==> config.mk <==
export PLATFORM = sky130hd
export DESIGN_NAME = channel_read_arbiter
export DESIGN_NICKNAME = d
export VERILOG_FILES = /design/src/rtl/channel_read_arbiter.sv
export SDC_FILE = /design/constraint.sdc
export NUM_CORES = 1
export LEC_CHECK = 0
export BUFFER_PORTS_ARGS = -buffer_cell sky130_fd_sc_hd__clkbuf_2
export CAP_MARGIN = 10
export CORE_MARGIN = 2
export CORE_UTILIZATION = 45
export CTS_BUF_LIST = sky130_fd_sc_hd__clkbuf_4
export CTS_CLUSTER_DIAMETER = 80
export DETAILED_ROUTE_END_ITERATION = 7
export GPL_TIMING_DRIVEN = 1
export PLACE_DENSITY = 0.83
export SLEW_MARGIN = 20
export SYNTH_ARGS = -nofsm -noshare
export SYNTH_HDL_FRONTEND = slang
export SYNTH_SLANG_ARGS = --single-unit
==> constraint.sdc <==
create_clock -name clk -period 3.3 [get_ports clk]
set_clock_uncertainty 0.15 [all_clocks]
set_input_delay 0.33 -clock clk [delete_from_list [all_inputs] [get_ports clk]]
set_output_delay 0.33 -clock clk [all_outputs]
set_load 0.01 [all_outputs]
==> src/rtl/channel_read_arbiter.sv <==
// Round-robin arbiter that lets two consumers share the read side of one channel.
// The owner gets bursts of up to BURST pops; non-owners are held off.
module channel_read_arbiter #(
  parameter int WIDTH = 32,
  parameter int BURST = 4
) (
  input  logic             clk,
  input  logic             rst,
  output logic             ch_read_valid,
  input  logic             ch_read_ready,
  input  logic [WIDTH-1:0] ch_out_data,
  input  logic             rq0_req,
  input  logic             rq0_read_valid,
  output logic             rq0_read_ready,
  output logic [WIDTH-1:0] rq0_out_data,
  input  logic             rq1_req,
  input  logic             rq1_read_valid,
  output logic             rq1_read_ready,
  output logic [WIDTH-1:0] rq1_out_data,
  output logic [1:0]       grant,
  output logic             burst_done
);

  localparam logic [15:0] BURST_LIMIT = 16'(BURST);

  typedef enum logic {
    IDLE,
    OWN
  } state_t;

  state_t      state_q, state_d;
  logic [1:0]  grant_q, grant_d;
  logic [15:0] count_q, count_d;
  logic        last_owner_q, last_owner_d;
  logic        burst_done_q, burst_done_d;

  logic owner;
  logic owner_req;
  logic pop;

  // grant_q is only non-zero in OWN, so it alone gates the handshake.
  always_comb begin
    owner          = grant_q[1];
    owner_req      = owner ? rq1_req : rq0_req;
    rq0_read_ready = grant_q[0] & ch_read_ready;
    rq1_read_ready = grant_q[1] & ch_read_ready;
    ch_read_valid  = (grant_q[0] & rq0_read_valid) | (grant_q[1] & rq1_read_valid);
    pop            = ch_read_valid & ch_read_ready;
    rq0_out_data   = ch_out_data;
    rq1_out_data   = ch_out_data;
    grant          = grant_q;
    burst_done     = burst_done_q;
  end

  always_comb begin
    state_d      = state_q;
    grant_d      = grant_q;
    count_d      = count_q;
    last_owner_d = last_owner_q;
    burst_done_d = 1'b0;
    case (state_q)
      IDLE: begin
        if (rq0_req && rq1_req) begin
          state_d = OWN;
          grant_d = last_owner_q ? 2'b01 : 2'b10;
        end else if (rq0_req) begin
          state_d = OWN;
          grant_d = 2'b01;
        end else if (rq1_req) begin
          state_d = OWN;
          grant_d = 2'b10;
        end
      end
      OWN: begin
        count_d = count_q + {15'd0, pop};
        // A pop in the same cycle as a dropped request is still taken before release.
        if ((pop && (count_d == BURST_LIMIT)) || !owner_req) begin
          state_d      = IDLE;
          grant_d      = 2'b00;
          count_d      = 16'd0;
          last_owner_d = owner;
          burst_done_d = 1'b1;
        end
      end
      default: begin
        state_d = IDLE;
        grant_d = 2'b00;
        count_d = 16'd0;
      end
    endcase
  end

  always_ff @(posedge clk) begin
    if (rst) begin
      state_q      <= IDLE;
      grant_q      <= 2'b00;
      count_q      <= 16'd0;
      last_owner_q <= 1'b1;
      burst_done_q <= 1'b0;
    end else begin
      state_q      <= state_d;
      grant_q      <= grant_d;
      count_q      <= count_d;
      last_owner_q <= last_owner_d;
      burst_done_q <= burst_done_d;
    end
  end

endmodule

# [Yosys cells after proc, flatten, opt, wreduce, memory -nomap -nowiden]
# Index checks and enable logic that the tools add are counted.
[totals] elab_cells=37 out_inout_bits=70 inputBits=39 reg_bits=21
[op_classes] reduce_logical=7 mux=14 add_sub_neg=1 eq_ne=3 bitwise_logic=7
[ops] cell="$add A16 B1 Y16" count=1
[ops] cell="$eq A16 B3 Y1 const B" count=1
[ops] cell="$mux W16" count=1
[ops] cell="$mux W2" count=5
[ops] cell="$mux W1" count=6
[ops] cell="$and A1 B1 Y1" count=5
[ops] cell="$ne A4 B4 Y1 const B" count=1
[ops] cell="$pmux W2 S2" count=1
[ops] cell="$reduce_and A2 Y1" count=2
[ops] cell="$logic_and A1 B1 Y1" count=2
[ops] cell="$ne A2 B1 Y1 const B" count=1
[ops] cell="$pmux W1 S2" count=1
[ops] cell="$reduce_or A2 Y1" count=1
[ops] cell="$logic_not A1 Y1" count=1
[ops] cell="$logic_or A1 B1 Y1" count=1
[ops] cell="$not A1 Y1" count=1
[ops] cell="$or A1 B1 Y1" count=1

# [Depth between registers and ports, before layout]
# Gate-level depths: netlist of the first run.
[depth] word_depth=9 ltp_mapped=13 depth_no_buf=11

# [Worst setup path after synthesis of the first run]
# OpenSTA, ideal clock, no wires.
[synth_path] kind="register to register" startpoint="reg grant_q[1] (netlist: grant[1])" endpoint="reg last_owner_q" required_ns=3.030 slack_ns=0.269 t_arrival_ns=2.761 n_path_buf=1 stages_incl_launch_ff=13 cell_sequence="dfxtp_1 a22o_1 and2_1 ha_1 ha_1 buf_2 a211o_1 a21oi_1 o22ai_1 a2111o_1 o21bai_4 nand2_1 a211o_1"
[synth_via] elab_chain_cells=8 elab_cells_between_ends=10 cone_classes="add/sub: 1; eq/ne: 1; mux: 1; bitwise: 3; reduce/logical: 4"
[synth_rtl] item="start: declaration" line="32" source="logic [1:0] grant_q, grant_d;"
[synth_rtl] item="start signal: assignment" line="102" source="grant_q <= grant_d;"
[synth_rtl] item="$and A1 B1 Y1 (*)" line="47" source="ch_read_valid = (grant_q[0] & rq0_read_valid) | (grant_q[1] & rq1_read_valid);"
[synth_rtl] item="$or A1 B1 Y1 (*)" line="47"
[synth_rtl] item="via ch_read_valid" line="9" source="output logic ch_read_valid,"
[synth_rtl] item="$and A1 B1 Y1 (*)" line="48" source="pop = ch_read_valid & ch_read_ready;"
[synth_rtl] item="$add A16 B1 Y16" line="75" source="count_d = count_q + {15'd0, pop};"
[synth_rtl] item="$eq A16 B3 Y1" line="77" source="if ((pop && (count_d == BURST_LIMIT)) || !owner_req) begin"
[synth_rtl] item="$logic_and A1 B1 Y1 (*)" line="77"
[synth_rtl] item="$logic_or A1 B1 Y1 (*)" line="77"
[synth_rtl] item="$reduce_and A2 Y1 (no line) (*)"
[synth_rtl] item="end signal: assignment" line="104" source="last_owner_q <= last_owner_d;"
[synth_rtl] item="end: declaration" line="34" source="logic last_owner_q, last_owner_d;"
# Mark *: on every way through the listed nets, which the timed path passes. The rest lies on a longest branch.
# A chain may end at the register's enable or synchronous reset.

# [Worst setup path in the final report of the first run]
[layout_path] startpoint="reg grant_q[0] (netlist: grant[0])" endpoint="reg last_owner_q"
[layout_via] elab_chain_cells=8
[layout_rtl] item="$and A1 B1 Y1 (*)" line="47"
[layout_rtl] item="$or A1 B1 Y1 (*)" line="47"
[layout_rtl] item="$and A1 B1 Y1 (*)" line="48"
[layout_rtl] item="$add A16 B1 Y16" line="75"
[layout_rtl] item="$eq A16 B3 Y1" line="77"
[layout_rtl] item="$logic_and A1 B1 Y1 (*)" line="77"
[layout_rtl] item="$logic_or A1 B1 Y1 (*)" line="77"
[layout_rtl] item="$reduce_and A2 Y1 (no line) (*)"
# Mark *: on every way between the ends. The rest lies on a longest branch, timed or not.

==> results of run 1 <==
## per-layer routing
layer,part of all wire [%],up-vias,wire length [um]
li1,-,599,-
met1,44,530,1360
met2,46,41,1410
met3,8.4,6,260
met4,1.8,0,54
met5,0,-,0
## stage by stage
| stage | setup slack, ns | hold WS, ns | cell area [um2] |
|---|---|---|---|
| after floorplan | 0.269 | 0.276 | 1780 |
| after global placement | 0.201 | 0.290 | 1380 |
| after detailed placement | 0.137 | 0.296 | 1380 |
| after CTS | 0.148 | 0.177 | 1410 |
| after global routing | -0.0147 | 0.214 | 1440 |
| final | 0.182 | 0.178 | 1440 |
## flip-flops by register name, summed over array words and instances, names as in the netlist
signal and count:
burst_done 1, count_q 16, grant 2, last_owner_q 1
state_q 1
## tightest hold or removal path, delay by kind of cell
family	cells	cell delay [ns]
buf+inv	1	0.10
simple gates	2	0.16
## cells in the mapped netlist (4+ instances only)
cell / number / area (um2)
sky130_fd_sc_hd__and2_1: 4 / 25.0
sky130_fd_sc_hd__buf_2: 7 / 35.0
sky130_fd_sc_hd__buf_4: 65 / 488
sky130_fd_sc_hd__dfxtp_1: 21 / 420
sky130_fd_sc_hd__nand3_1: 6 / 30.0
sky130_fd_sc_hd__o21ai_0: 4 / 20.0
sky130_fd_sc_hd__xor2_1: 5 / 43.8
sky130_fd_sc_hd__a22oi_1: 4 / 30.0
sky130_fd_sc_hd__xnor2_1: 4 / 35.0
sky130_fd_sc_hd__a21oi_1: 7 / 35.0
sky130_fd_sc_hd__and3_1: 5 / 31.3
sky130_fd_sc_hd__nor4_1: 4 / 25.0
sky130_fd_sc_hd__nand4_1: 4 / 25.0
sky130_fd_sc_hd__nor3_1: 13 / 65.1
sky130_fd_sc_hd__nand2_1: 13 / 48.8
sky130_fd_sc_hd__nor2_1: 19 / 71.3
## report_power, final
group          internal (W)  switching [W]
Clock             0.0000553      0.0000782
Combinational     0.0000213      0.0000319
Sequential         0.000258     0.00000767
Total              0.000335       0.000118
## worst min-delay path by stage
stage | end | slack (ns) | from | cells after the start
floorplan | last_owner_q | 0.28 | last_owner_q | 1
global placement | last_owner_q | 0.29 | last_owner_q | 1
detailed placement | last_owner_q | 0.30 | last_owner_q | 1
CTS | state_q | 0.18 | rq0_req | 3
global route | state_q | 0.21 | rq0_req | 3
finish | state_q | 0.18 | rq0_req | 3
## logic make-up after synthesis
family	count (synthesis)	synth area share, %
compound gates	32	13.5
simple gates	80	25.1
flops	21	23.6
buf+inv	79	30.8
xor+xnor	9	4.43
fa+ha+maj	2	1.41
mux	2	1.12
## what timing repair did
item                                    4_1_cts  5_1_grt
setup buffers                                 0        1
endpoints found under the setup margin        0       11
resized for setup                             0        4
## final cells by class
| type | count | area (um2) |
|---|---|---|
| Fill cell | 396 | 2300 |
| Tap cell | 48 | 60.1 |
| Clock buffer | 4 | 30.0 |
| Multi-Input combinational cell | 125 | 835 |
| Timing Repair Buffer | 15 | 82.6 |
| Sequential cell | 21 | 420 |
| Inverter | 4 | 15.0 |
==> out/qor.tcl, run 1 <==
set qor(result_of_the_run) {complete, no violations}
set qor(grt.met3_usage_pct) 3.55
set qor(max_freq_mhz) 321
set qor(gp_congestion) 0.861
set qor(number_of_flip_flops_and_latches_in_the_synthesized_netlist) 21
set qor(worst_hold_check_path_type) {primary input to flop}
set qor(route.detailed.vias_per_inst) 5.42
set qor(synthDistinctLibCells) 42
set qor(crit_end) {last_owner_q}
set qor(path_cells) {a22o_1 -> and2_1 -> ha_2 -> ha_4 -> nand3_2 -> nor4_4 -> o22ai_1 -> a2111o_1 -> o21bai_4 -> nand2_1 -> a211o_1}
set qor(clk_transition_reported_paths_ns) 0.12
set qor(drt-pass1-iter-count) 4
set qor(layout_commonest_cell) {sky130_fd_sc_hd__dfxtp_1}
set qor(clkSinkCount) 21
set qor(grt_antenna_before_repair) 0
set qor(cts_hold_repair.buffers) 0
set qor(top_usage_layer) {met2}
set qor(setup-tns-final_ns) 0
set qor(r2r-start) {grant[0]}
set qor(timing.max_slew.rel_slack_pct) 60.3
set qor(via_count) 1176
set qor(synth_flop_cell) {sky130_fd_sc_hd__dfxtp_1}
set qor(cts.htree.levels) 1
set qor(ys_warn_count) 0
set qor(synth-async-reset-ratio_pct) 0
set qor(cts_root_buffer) {sky130_fd_sc_hd__clkbuf_4}
set qor(timing.max_cap.violations) 0
set qor(number_of_antenna_cells_inserted) 0
set qor(design.die.area_um2) 4480
set qor(yosysSeqAreaShare_pct) 23.6
set qor(global_route.usage.met2_pct) 21.9
set qor(initial_core_util_pct) 47.6
set qor(overflow_after_grt) 0
set qor(worstSetupPathDepth) 11
set qor(cts_tree) {built}
set qor(wl_um) 3080
set qor(setup_viol_count_final) 0
set qor(worstPathArrival_ns) 3.17
set qor(worstSkewPairLatency_ns) 0.30
set qor(io_pins) 109
set qor(postLayoutCoreUtil_pct) 38.5
set qor(grt_pass1_vias) 1168
set qor(final_nets) 211
set qor(edff_count_synth) 0
set qor(finalNonFillerCells) 217
set qor(max_incr_delay_on_cp_ns) 0.46
set qor(die_width_um) 66.9
set qor(rows) 22
set qor(drtIter0Drc) 54
set qor(drtAntennaViolNets) 0
set qor(mappedNetlistNets) 266
set qor(critPathLaunchType) {flop}
set qor(ff2ff_setup_slack_ns) 0.18
set qor(grt_first_pass_wirelength_um) 5080
set qor(netlist_area_pre_place_um2) 1780
set qor(grt.met1_usage_pct) 18.7
set qor(portBuffers) 12
set qor(criticalPathCategory) {flop to flop}
set qor(tightest_slew_ns) 0.579
set qor(crit_family) {compound AO/OA/AOI/OAI gates}
set qor(p_total_w) 0.000453
set qor(drcViolationCount) 0
set qor(syn-mean-instance-area_um2) 7.91
set qor(peakVddDrop_mv) 0.226
set qor(regToRegEndpoint) {last_owner_q}
set qor(cts_made_buffers) 3
set qor(finalCritPeriodShare_pct) 94.5
set qor(critical_path_peak_fanout) 8
set qor(global_route.usage.total_pct) 14.6
set qor(wl_per_cell_um) 14.2
set qor(detailed_place_hpwl_um) 2190
set qor(worst_path_max_delay_cell) {sky130_fd_sc_hd__a2111o_1}
set qor(slew_viol_final) 0
set qor(rr_worst_depth) 11
set qor(synthToLayoutAreaGrowth_pct) -19.0
set qor(hold_viol) 0
set qor(pwr_dens_nw_per_um2) 314
set qor(die_h_um) 66.9
set qor(required_ns) 3.35
set qor(power.leakage_nw) 0.528
set qor(final_min_period_ns) 3.12
set qor(path_buf_inv) 0
set qor(final_cell_mix) {21 x sky130_fd_sc_hd__dfxtp_1, 19 x sky130_fd_sc_hd__nor2_1, 13 x sky130_fd_sc_hd__nand2_1, 13 x sky130_fd_sc_hd__nor3_1, 12 x sky130_fd_sc_hd__clkbuf_2}
set qor(dp.cells) 212
set qor(clk_path_buf_depth) 2
set qor(synthesized_instance_count) 225
set qor(placeableCoreArea_um2) 3740
set qor(timing.critical_path.from) {grant[0]}
set qor(final_layout_size_suffix_gt1_share_pct) 17.8
set qor(grt_start_max_net_pins) 22
set qor(critical_path.endpoint_type) {flop}
Note: power is estimated with default switching activity, not from simulation.
==> run 2: changes to the inputs <==
--- a/config.mk
+++ b/config.mk
@@ -7,13 +7,12 @@
 export LEC_CHECK = 0
 export BUFFER_PORTS_ARGS = -buffer_cell sky130_fd_sc_hd__clkbuf_2
 export CAP_MARGIN = 10
-export CORE_MARGIN = 2
 export CORE_UTILIZATION = 45
 export CTS_BUF_LIST = sky130_fd_sc_hd__clkbuf_4
 export CTS_CLUSTER_DIAMETER = 80
 export DETAILED_ROUTE_END_ITERATION = 7
 export GPL_TIMING_DRIVEN = 1
-export PLACE_DENSITY = 0.83
+export PLACE_DENSITY = 0.82
 export SLEW_MARGIN = 20
 export SYNTH_ARGS = -nofsm -noshare
 export SYNTH_HDL_FRONTEND = slang
==> out/qor.tcl, run 2 (synthesis gave the netlist of run 1 again) <==
set qor(synthToLayoutAreaGrowth_pct) -20.7
set qor(p_total_w) 0.000457
set qor(portBuffers) 12
set qor(placeableCoreArea_um2) 3720
set qor(wl_per_cell_um) 14.6
set qor(setup_repair_after_global_routing_missed_its_margin) {false}
set qor(design.die.area_um2) 4210
set qor(final_layout_size_suffix_gt1_share_pct) 16.8
set qor(die_h_um) 64.9
set qor(route.detailed.vias_per_inst) 5.67
set qor(cts_made_buffers) 3
set qor(rows) 22
set qor(cts_setup_buffers) 0
set qor(final_min_period_ns) 3.11
set qor(initial_core_util_pct) 47.9
set qor(path_cells) {a22o_1 -> and2_1 -> ha_1 -> ha_2 -> nand3_2 -> nor4_4 -> o22ai_1 -> a2111o_1 -> o21bai_4 -> nand2_1 -> a211o_1}
set qor(post_dp_cell_area_um2) 1370
set qor(setup_viol_count_final) 0
set qor(worstPathArrival_ns) 3.18
set qor(finalNonFillerCells) 215
set qor(multiInputGateArea_um2) 818
set qor(critical_path_peak_fanout) 8
set qor(cts_root_buffer) {sky130_fd_sc_hd__clkbuf_4}
set qor(hold_viol) 0
set qor(setup-tns-final_ns) 0
set qor(timing.max_slew.rel_slack_pct) 58.5
set qor(grt_pass1_vias) 1186
set qor(worst_hold_check_path_type) {primary input to flop}
set qor(cts_tree) {built}
set qor(die_width_um) 64.9
set qor(regToRegEndpoint) {last_owner_q}
set qor(global_route.usage.total_pct) 16.0
set qor(power.leakage_nw) 0.521
set qor(gp_congestion) 0.858
set qor(dp.cells) 211
set qor(final_cell_mix) {21 x sky130_fd_sc_hd__dfxtp_1, 19 x sky130_fd_sc_hd__nor2_1, 13 x sky130_fd_sc_hd__nand2_1, 12 x sky130_fd_sc_hd__nor3_1, 12 x sky130_fd_sc_hd__clkbuf_2}
set qor(ff_latch_area_um2) 420
set qor(clk_path_buf_depth) 2
set qor(grt_start_max_net_pins) 22
set qor(path_buf_inv) 0
set qor(critPathLaunchType) {flop}
set qor(required_ns) 3.38
set qor(slew_viol_final) 0
set qor(final_nets) 209
set qor(max_ffs_per_register) 16
set qor(clk_transition_reported_paths_ns) 0.13
set qor(n_fill_cell) 385
set qor(drcViolationCount) 0
set qor(crit_family) {compound AO/OA/AOI/OAI gates}
set qor(grt_first_pass_wirelength_um) 5220
set qor(max_freq_mhz) 322
set qor(ff2ff_setup_slack_ns) 0.19
set qor(clkSinkCount) 21
set qor(worstSkewPairLatency_ns) 0.32
set qor(drtIter0Drc) 28
set qor(tightest_slew_ns) 0.621
set qor(detailed_place_hpwl_um) 2240
set qor(worst_hold_path.num_cells) 3
set qor(rr_worst_depth) 11
set qor(number_of_antenna_cells_inserted) 0
set qor(wl_um) 3130
set qor(worst_path_max_delay_cell) {sky130_fd_sc_hd__a2111o_1}
set qor(drtAntennaViolNets) 0
set qor(timing.max_cap.violations) 0
set qor(result_of_the_run) {complete, no violations}
set qor(finalCritPeriodShare_pct) 94.1
set qor(pwr_dens_nw_per_um2) 324
set qor(max_incr_delay_on_cp_ns) 0.44
set qor(peakVddDrop_mv) 0.180
set qor(overflow_after_grt) 0
set qor(fin_area_um2) 1410
set qor(drt-pass1-iter-count) 4
set qor(grt_antenna_before_repair) 0
set qor(critical_path.endpoint_type) {flop}
set qor(io_pins) 109
set qor(layout_commonest_cell) {sky130_fd_sc_hd__dfxtp_1}
set qor(cts.htree.levels) 1
set qor(min-delay-start) {rq0_req}
set qor(destination_of_the_worst_hold_path) {state_q}
set qor(registers.top_by_ff_count) {count_q}
set qor(via_count) 1219
set qor(criticalPathCategory) {flop to flop}
set qor(r2r-start) {grant[0]}
run 2: cell types whose count changed in the layout (fill, tap and decap cells not counted), sizes merged:
cell / change
buf: -2
run 2: cell type report:
cell class	instances	area share (%)
inverter	4	1.06
clock buffer	4	2.13
sequential	21	29.8
tap	48	4.26
multi-input combinational	125	58.0
timing repair buffer	13	4.79
run 2: layer usage:
metal	GRT usage, %	wire, um	part of all wire (%)
met5	0	0	0
met3	2.46	237	7.6
met2	26.4	1520	49
met1	18.9	1320	42
met4	10.6	59	1.9
run 2: worst max path at each step:
stage	start	end	slack, ns	cells after the start
2_1_floorplan	grant[1]	last_owner_q	0.27	12
3_3_place_gp	rq0_read_valid	last_owner_q	0.20	12
3_5_place_dp	rq0_read_valid	last_owner_q	0.11	12
4_1_cts	grant[0]	last_owner_q	0.16	11
5_1_grt	grant[0]	count_q[7]	0.04	11
6_report	grant[0]	last_owner_q	0.19	11
run 2: worst reg2reg max path: stages (launching register included):
cell	delay, ns
sky130_fd_sc_hd__dfxtp_1	0.41
sky130_fd_sc_hd__a22o_1	0.17
sky130_fd_sc_hd__and2_1	0.15
sky130_fd_sc_hd__ha_1	0.23
sky130_fd_sc_hd__ha_2	0.30
sky130_fd_sc_hd__nand3_2	0.19
sky130_fd_sc_hd__nor4_4	0.26
sky130_fd_sc_hd__o22ai_1	0.13
sky130_fd_sc_hd__a2111o_1	0.44
sky130_fd_sc_hd__o21bai_4	0.17
sky130_fd_sc_hd__nand2_1	0.09
sky130_fd_sc_hd__a211o_1	0.32
run 2: power breakdown:
group	total, W	switching (W)	internal (W)
registers	0.000266	0.00000815	0.000258
logic	0.0000503	0.0000308	0.0000195
clock network	0.000141	0.0000851	0.0000555
total	0.000457	0.000124	0.000333
run 2: stage by stage:
stage / utilization (%) / setup slack [ns] / hold WS [ns]
global placement: 37.0 / 0.199 / 0.299
global route: 38.0 / 0.0398 / 0.189
detailed placement: 37.0 / 0.108 / 0.297
finish: 38.0 / 0.194 / 0.173
CTS: 37.8 / 0.160 / 0.175
floorplan: - / 0.269 / 0.276
run 2: what timing repair did:
action,4_1_cts,5_1_grt
hold buffers,0,0
setup endpoints to repair,0,11
resized for setup,0,2
==> run 3: changes to the inputs <==
--- a/config.mk
+++ b/config.mk
@@ -13,6 +13,8 @@
 export DETAILED_ROUTE_END_ITERATION = 7
 export GPL_TIMING_DRIVEN = 1
 export PLACE_DENSITY = 0.82
+export RECOVER_POWER = 100
+export SKIP_LAST_GASP = 1
 export SLEW_MARGIN = 20
 export SYNTH_ARGS = -nofsm -noshare
 export SYNTH_HDL_FRONTEND = slang
==> out/qor.tcl, run 3 (synthesis gave the netlist of run 1 again) <==
set qor(registers.top_by_ff_count) {count_q}
set qor(cts_tree) {built}
set qor(drt-pass1-iter-count) 4
set qor(drtIter0Drc) 35
set qor(power.leakage_nw) 0.503
set qor(setup_viol_count_final) 0
set qor(ctsResizeCount) 0
set qor(worst_path_max_delay_cell) {sky130_fd_sc_hd__a2111o_1}
set qor(hold_viol) 0
set qor(final_layout_size_suffix_gt1_share_pct) 13.8
set qor(post_dp_cell_area_um2) 1370
set qor(power_frac_clock_pct) 30.9
set qor(critical_path_peak_fanout) 8
set qor(max_freq_mhz) 324
set qor(r2r-start) {grant[0]}
set qor(max_incr_delay_on_cp_ns) 0.44
set qor(timing.max_cap.violations) 0
set qor(switching_power_w) 0.000124
set qor(tightest_slew_ns) 0.620
set qor(number_of_antenna_cells_inserted) 0
set qor(grt_pass1_vias) 1186
set qor(drcViolationCount) 0
set qor(setup-tns-final_ns) 0
set qor(setup_slack_ns) 0.218
set qor(dp.cells) 211
set qor(internal_power_w) 0.000332
set qor(fin_area_um2) 1400
set qor(worst_hold_check_path_type) {primary input to flop}
set qor(slew_viol_final) 0
set qor(cts_hold_repair.buffers) 0
set qor(wl_um) 3120
set qor(finalNonFillerCells) 215
set qor(die_h_um) 64.9
set qor(clk_transition_reported_paths_ns) 0.13
set qor(grt_antenna_before_repair) 0
set qor(clkSinkCount) 21
set qor(min-delay-start) {rq0_req}
set qor(cts.htree.levels) 1
set qor(cts_made_buffers) 3
set qor(layout_commonest_cell) {sky130_fd_sc_hd__dfxtp_1}
set qor(grt_first_pass_wirelength_um) 5220
set qor(via_count) 1220
set qor(detailed_place_hpwl_um) 2240
set qor(final_nets) 209
set qor(synthToLayoutAreaGrowth_pct) -21.2
set qor(peakVddDrop_mv) 0.179
set qor(critPathLaunchType) {flop}
set qor(pwr_dens_nw_per_um2) 325
set qor(global_route.usage.total_pct) 16.0
set qor(placeableCoreArea_um2) 3720
set qor(destination_of_the_worst_hold_path) {state_q}
set qor(flop_pwr_share_pct) 58.4
set qor(timing.critical_path.from) {grant[0]}
set qor(worst_hold_path.num_cells) 3
set qor(design.die.area_um2) 4210
set qor(ff2ff_setup_slack_ns) 0.22
set qor(rows) 22
set qor(final_min_period_ns) 3.08
set qor(ff_latch_area_um2) 420
set qor(finalCritPeriodShare_pct) 93.4
set qor(die_width_um) 64.9
set qor(overflow_after_grt) 0
set qor(combinationalPowerShare_pct) 10.7
set qor(io_pins) 109
set qor(n_fill_cell) 386
set qor(cts_root_buffer) {sky130_fd_sc_hd__clkbuf_4}
set qor(required_ns) 3.38
set qor(regToRegEndpoint) {last_owner_q}
set qor(path_cells) {a22o_1 -> and2_1 -> ha_1 -> ha_2 -> nand3_2 -> nor4_4 -> o22ai_1 -> a2111o_1 -> o21bai_4 -> nand2_1 -> a211o_1}
set qor(worstPathArrival_ns) 3.16
set qor(grt_start_max_net_pins) 22
set qor(rr_worst_depth) 11
set qor(critical_path.endpoint_type) {flop}
set qor(power.switching_fraction_pct) 27.2
set qor(result_of_the_run) {complete, no violations}
set qor(route.detailed.vias_per_inst) 5.67
set qor(worst_slack_placed_ns) 0.108
set qor(clk_path_buf_depth) 2
set qor(gp_congestion) 0.858
set qor(cts_setup_buffers) 0
set qor(drtAntennaViolNets) 0
set qor(final_cell_mix) {21 x sky130_fd_sc_hd__dfxtp_1, 19 x sky130_fd_sc_hd__nor2_1, 13 x sky130_fd_sc_hd__nand2_1, 12 x sky130_fd_sc_hd__nor3_1, 8 x sky130_fd_sc_hd__clkbuf_2}
set qor(setup_repair_after_global_routing_missed_its_margin) {false}
set qor(wl_per_cell_um) 14.5
set qor(worstSkewPairLatency_ns) 0.32
set qor(portBuffers) 12
set qor(max_ffs_per_register) 16
set qor(criticalPathCategory) {flop to flop}
set qor(timing.max_slew.rel_slack_pct) 58.6
set qor(initial_core_util_pct) 47.9
set qor(multiInputGateArea_um2) 818
==> run 3: power groups by stage <==
stage	clock, W	sequential [W]	combinational [W]
final	0.000141	0.000266	0.0000488
after global routing	0.000152	0.000267	0.0000541
after CTS	0.000141	0.000266	0.0000505
after detailed placement	0	0.000272	0.0000503
after global placement	0	0.000272	0.0000493
after floorplan	0	0.000268	0.000115
==> run 3: worst max-delay path by stage <==
stage | endpoint | slack (ns) | depth (start not counted)
2_1_floorplan | last_owner_q | 0.27 | 12
3_3_place_gp | last_owner_q | 0.20 | 12
3_5_place_dp | last_owner_q | 0.11 | 12
4_1_cts | last_owner_q | 0.16 | 11
5_1_grt | count_q[7] | 0.05 | 11
6_report | last_owner_q | 0.22 | 11
==> run 3: metal layers <==
metal | routed length, um | up-vias | global-route usage [%]
met4 | 70 | 0 | 10.6
met5 | 0 | - | 0
met3 | 228 | 11 | 2.46
li1 | - | 601 | -
met2 | 1510 | 35 | 26.4
met1 | 1310 | 573 | 18.9
==> run 3: through the flow <==
stage                     total power (W)  utilization (%)  hold slack, ns
after floorplan                  0.000383                -           0.276
after global placement           0.000321             37.0           0.299
after detailed placement         0.000322             37.0           0.297
after CTS                        0.000458             37.8           0.175
after global routing             0.000473             37.7           0.189
final                            0.000456             37.7           0.173
==> run 3: final cells by class <==
class | count | area share, %
Multi-Input combinational cell | 125 | 58.3
Sequential cell | 21 | 30.0
Tap cell | 48 | 4.28
Timing Repair Buffer | 13 | 4.19
Clock buffer | 4 | 2.14
Inverter | 4 | 1.07
==> run 3: worst max-delay path, delay by kind of cell (launching register included) <==
kind	cells	cell delay, ns
AOI/OAI and AO/OA	5	1.22
and+or+nand+nor	4	0.68
DFF	1	0.40
adders and majority gates	2	0.53
